File: src/rtl/rtc_bus_controller.sv
// Multiplexed address/data bus master for an external RTC: runs one init, write
// or read cycle per start and pulses fin for one clock when the cycle completes.
module rtc_bus_controller #(
    parameter int unsigned T_FASE    = 10,
    parameter logic [7:0]  INIT_DIR  = 8'h02,
    parameter logic [7:0]  INIT_DATO = 8'h10
) (
    input  logic       clk,
    input  logic       reset,
    input  logic       arranque_inicio,
    input  logic       arranque_escribe,
    input  logic       arranque_lee,
    input  logic [7:0] direccion,
    input  logic [7:0] dato,
    input  logic [7:0] ad_in,
    output logic [7:0] ad_out,
    output logic       ad_oe,
    output logic       cs_n,
    output logic       ad_n,
    output logic       wr_n,
    output logic       rd_n,
    output logic [7:0] dato_leido,
    output logic       ocupado,
    output logic       fin
);

    typedef enum logic [3:0] {
        StIdle, StDirSetup, StDirStrobe, StDirHold, StPausa,
        StDatSetup, StDatStrobe, StDatHold, StFin
    } state_e;

    typedef enum logic [1:0] {OpInit, OpWr, OpRd} op_e;

    localparam logic [7:0] LAST = 8'(T_FASE - 1);

    state_e     state_q, state_d;
    op_e        op_q, op_d;
    logic [7:0] cnt_q, cnt_d;
    logic [7:0] addr_q, addr_d;
    logic [7:0] data_q, data_d;
    logic [7:0] leido_q;
    logic       last;

    assign last = (cnt_q == LAST);

    always_ff @(posedge clk or negedge reset) begin
        if (!reset) begin
            state_q <= StIdle;
            op_q    <= OpInit;
            cnt_q   <= 8'h00;
            addr_q  <= 8'h00;
            data_q  <= 8'h00;
            leido_q <= 8'h00;
        end else begin
            state_q <= state_d;
            op_q    <= op_d;
            cnt_q   <= cnt_d;
            addr_q  <= addr_d;
            data_q  <= data_d;
            // Capture at the very end of the read strobe, when the RTC data is settled.
            if (state_q == StDatStrobe && op_q == OpRd && last) begin
                leido_q <= ad_in;
            end
        end
    end

    always_comb begin
        state_d = state_q;
        op_d    = op_q;
        cnt_d   = 8'h00;
        addr_d  = addr_q;
        data_d  = data_q;
        unique case (state_q)
            StIdle: begin
                if (arranque_inicio) begin
                    op_d    = OpInit;
                    addr_d  = INIT_DIR;
                    data_d  = INIT_DATO;
                    state_d = StDirSetup;
                end else if (arranque_escribe || arranque_lee) begin
                    op_d    = arranque_escribe ? OpWr : OpRd;
                    addr_d  = direccion;
                    data_d  = dato;
                    state_d = StDirSetup;
                end
            end
            StFin: state_d = StIdle;
            default: begin
                if (last) begin
                    unique case (state_q)
                        StDirSetup:  state_d = StDirStrobe;
                        StDirStrobe: state_d = StDirHold;
                        StDirHold:   state_d = StPausa;
                        StPausa:     state_d = StDatSetup;
                        StDatSetup:  state_d = StDatStrobe;
                        StDatStrobe: state_d = StDatHold;
                        default:     state_d = StFin;
                    endcase
                end else begin
                    cnt_d = cnt_q + 8'h01;
                end
            end
        endcase
    end

    always_comb begin
        cs_n    = 1'b1;
        ad_n    = 1'b1;
        wr_n    = 1'b1;
        rd_n    = 1'b1;
        ad_oe   = 1'b0;
        ad_out  = 8'h00;
        fin     = 1'b0;
        ocupado = (state_q != StIdle);
        unique case (state_q)
            StDirSetup, StDirStrobe, StDirHold: begin
                cs_n   = 1'b0;
                ad_n   = 1'b0;
                ad_oe  = 1'b1;
                ad_out = addr_q;
                wr_n   = (state_q != StDirStrobe);
            end
            StDatSetup, StDatStrobe, StDatHold: begin
                cs_n = 1'b0;
                if (op_q == OpRd) begin
                    rd_n = (state_q != StDatStrobe);
                end else begin
                    ad_oe  = 1'b1;
                    ad_out = data_q;
                    wr_n   = (state_q != StDatStrobe);
                end
            end
            StFin:   fin = 1'b1;
            default: ;
        endcase
    end

    assign dato_leido = leido_q;

endmodule

File: config.mk
export PLATFORM = sky130hd
export DESIGN_NAME = rtc_bus_controller
export DESIGN_NICKNAME = d
export VERILOG_FILES = /design/src/rtl/rtc_bus_controller.sv
export SDC_FILE = /design/constraint.sdc
export NUM_CORES = 1
export LEC_CHECK = 0
export ABC_AREA = 1
export CORE_UTILIZATION = 47
export CTS_CLUSTER_DIAMETER = 30
export DETAILED_ROUTE_END_ITERATION = 16
export GPL_ROUTABILITY_DRIVEN = 0
export HOLD_SLACK_MARGIN = 0.05
export PLACE_DENSITY = 0.88
export SYNTH_ARGS = -nofsm -noshare
export SYNTH_HDL_FRONTEND = slang
export SYNTH_SLANG_ARGS = --single-unit
export TNS_END_PERCENT = 20
File: constraint.sdc
create_clock -name clk -period 1.7 [get_ports clk]
set_input_delay 0.425 -clock clk [delete_from_list [all_inputs] [get_ports clk]]
set_output_delay 0.425 -clock clk [all_outputs]
set_load 0.05 [all_outputs]
==> flow_summary.json <==
{
  "hold_path_class": "in -> async",
  "p_comb_share_pct": 62.1,
  "cts-hold-fix-buffers": 0,
  "io_pins": 52,
  "synth.avg_cell_area_sq_um": 8.38,
  "capturing_element_type_of_the_critical_path": "output port",
  "netlist.area_leader.share_pct": 50.9,
  "cts-root-buf": "clkbuf_8",
  "worst_r2r_endpoint": "op_q[1]",
  "path_max_fanout": 8,
  "critPathLaunchType": "flip-flop",
  "postLayoutSetupSlackWorst_ns": -0.178,
  "synthDominantAreaCellType": "dfrtp_1",
  "design.die.area_sq_mm": 0.00423,
  "leakage_uw": 0.00139,
  "r2r.worst_path.cells": 8,
  "antenna_violating_nets_post_route": 0,
  "wl_microns": 5490,
  "max_slew.worst_pin.slew_ns": 0.590,
  "yosys_warnings": 0,
  "synth.yosys.seq_area_share_pct": 50.9,
  "synthesis.nets": 254,
  "finalCritPeriodShare_pct": 110,
  "crit_type": "reg -> out",
  "yosys_register_bits": 38,
  "setup_viol": 15,
  "core_area_sq_mm": 0.00374,
  "worstSkewPairLatency_ns": 0.30,
  "remaining_drc_errors": 0,
  "post_synth_inst_count": 223,
  "antenna_cells_inserted": 0,
  "grt.total_usage_pct": 27.8,
  "cts_num_sinks": 38,
  "crit-reg2reg-launch": "state_q[3]",
  "synth.most_common_cell": "nand2_1",
  "placement.io_buffers": 51,
  "final.min_clock_period_ns": 1.88,
  "maximum_resistive_drop_on_vdd_uv": 1140,
  "clkPwrFrac_pct": 12.0,
  "clk_pin_slew_worst_paths_ns": 0.07,
  "place_hpwl_microns": 3790,
  "first_global_vias": 1849,
  "die_width_microns": 65.0,
  "drtPass1Iterations": 4,
  "std_cell_rows": 22,
  "via_count": 1890,
  "slew_headroom_pct": 60.6,
  "sw_frac_of_total_pct": 46.1,
  "critical_path.startpoint": "state_q[3]",
  "clk_buf_depth": 2,
  "finClkSkew_ns": 0.00488,
  "area_delta_synth_final_pct": 60.2,
  "sequential_power_share_pct": 25.9,
  "final-max-slew-violation-count": 0,
  "yosys-top-cells-area": "dfrtp_1 51%, nand2_1 11%, nand3_1 9.4%, inv_1 4.8%, o21ai_0 3.2%",
  "detail_route.iter0.violations": 165,
  "average_routed_wire_per_standard_cell_microns": 15.6,
  "worst_hold_slack_ns": 0.128,
  "power_per_cell_area_mw_per_mm2": 1790,
  "fmax_ghz": 0.532,
  "final_core_util_pct": 79.9,
  "finish.net_count": 333,
  "max_cap_viol_count": 0,
  "cts-buffers-inserted": 5,
  "violations": "negative setup slack",
  "synthTopCellsByCount": "55 x nand2_1, 38 x dfrtp_1, 35 x nand3_1, 24 x inv_1, 15 x nor2_1",
  "pin_count_of_the_biggest_net_entering_global_routing": 28,
  "postPlaceCellArea_sq_mm": 0.00279,
  "p_int_uw": 2890,
  "post_synth_instance_area_sq_mm": 0.00187,
  "rsz0062_at_grt": "true",
  "status": "complete, but fails checks",
  "reg2reg_setup_slack_ns": 0.09,
  "stdcell_area_sq_mm": 0.00299,
  "post_route_cells_drive_above_1_share_pct": 30.4,
  "final-hold-violation-count": 0,
  "switching_power_uw": 2470,
  "synth-async-reset-ratio_pct": 100,
  "ctsHtreeMaxLevel": 2,
  "synth_cell_types": 26,
  "preCtsSetupSlack_ns": -0.140,
  "wire_length_of_the_first_global_routing_pass_microns": 8730,
  "die_height_microns": 65.0,
  "dominantRegCellSynth": "dfrtp_1",
  "worst-endpoint-arrival_ns": 1.45,
  "grt.overflow.total": 0,
  "critical_path_required_time_ns": 1.27,
  "synth_enable_flop_cells": 0,
  "grt_antenna_before_repair": 0,
  "start_util_pct": 49.9,
  "clock_tree_from_tritoncts": "built",
  "post_drt_via_cell_ratio": 5.38
}
per-layer routing:
layer | GRT usage [%] | up-vias | part of all wire (%)
li1 | - | 883 | -
met1 | 33.3 | 925 | 40
met2 | 49.1 | 65 | 53
met3 | 4.58 | 17 | 4.4
met4 | 11.7 | 0 | 2.5
met5 | 0 | - | 0
flip-flops by register name, indices dropped and copies added, names as in the netlist:
name,count
op_q,2
addr_q,8
state_q,4
data_q,8
dato_leido,8
cnt_q,8
cells by family after synthesis:
group                    synth area share, %
AO/OA/AOI/OAI                           7.70
buffers and inverters                   7.17
AND/OR/NAND/NOR                         31.5
adder cells (fa/ha/maj)                 1.34
XOR/XNOR                                1.41
flip-flops                              50.9
power by group through the flow:
stage	registers, uW	logic [uW]	clock network (uW)
5_1_grt	1410	3530	689
6_report	1390	3330	643
3_5_place_dp	1380	3010	0
2_1_floorplan	1360	1810	0
4_1_cts	1370	3260	645
3_3_place_gp	1360	2910	0
area by class of cell:
class                   count  area (sq um)
multi-input cells         154           947
fillers                   221           751
flip-flops and latches     38           952
inverters                  27           104
clock buffers               7          86.3
repair buffers             76           838
well taps                  48          60.1
clock inverters             1          5.00
placed cells by master, fill, tap and decap left out, drive strengths merged:
| master | instances |
|---|---|
| clkinv | 1 |
| xor2 | 2 |
| inv | 27 |
| a21oi | 1 |
| nand4 | 1 |
| xnor2 | 1 |
| nand2 | 58 |
| ha | 2 |
| clkbuf | 7 |
| clkdlybuf4s50 | 27 |
| o22ai | 1 |
| nand3 | 36 |
| or2 | 1 |
| o21ai | 24 |
| dfrtp | 38 |
| nor2 | 22 |
| buf | 49 |
| nor3 | 4 |
| o2111ai | 1 |
worst max-delay path: stages, from the launching register on:
cell	delay, ns
dfrtp_1	0.42
nor2_2	0.17
buf_6	0.17
nand2_4	0.08
o22ai_4	0.17
buf_12	0.16
how the worst max path moves through the flow:
stage | endpoint | depth (start not counted)
after floorplan | wr_n | 3
after global placement | addr_q[3] | 7
after detailed placement | addr_q[0] | 7
after CTS | ad_out[2] | 5
after global routing | ad_out[7] | 5
final | ad_out[1] | 5
metrics by stage:
| step | total power (uW) | std cells | TNS (ns) |
|---|---|---|---|
| CTS | 5280 | 351 | -1.64 |
| detailed placement | 4380 | 339 | -1.91 |
| floorplan | 3170 | 223 | -1.04 |
| global placement | 4260 | 339 | -1.01 |
| finish | 5360 | 351 | -2.00 |
| global route | 5630 | 351 | -2.79 |
what timing repair did:
item / in CTS / in global routing
pin swaps: 8 / 2
buffers inserted: 4 / 0
endpoints found under the setup margin: 15 / 21
gates resized for setup: 16 / 1
Note: power is estimated with default switching activity, not from simulation.
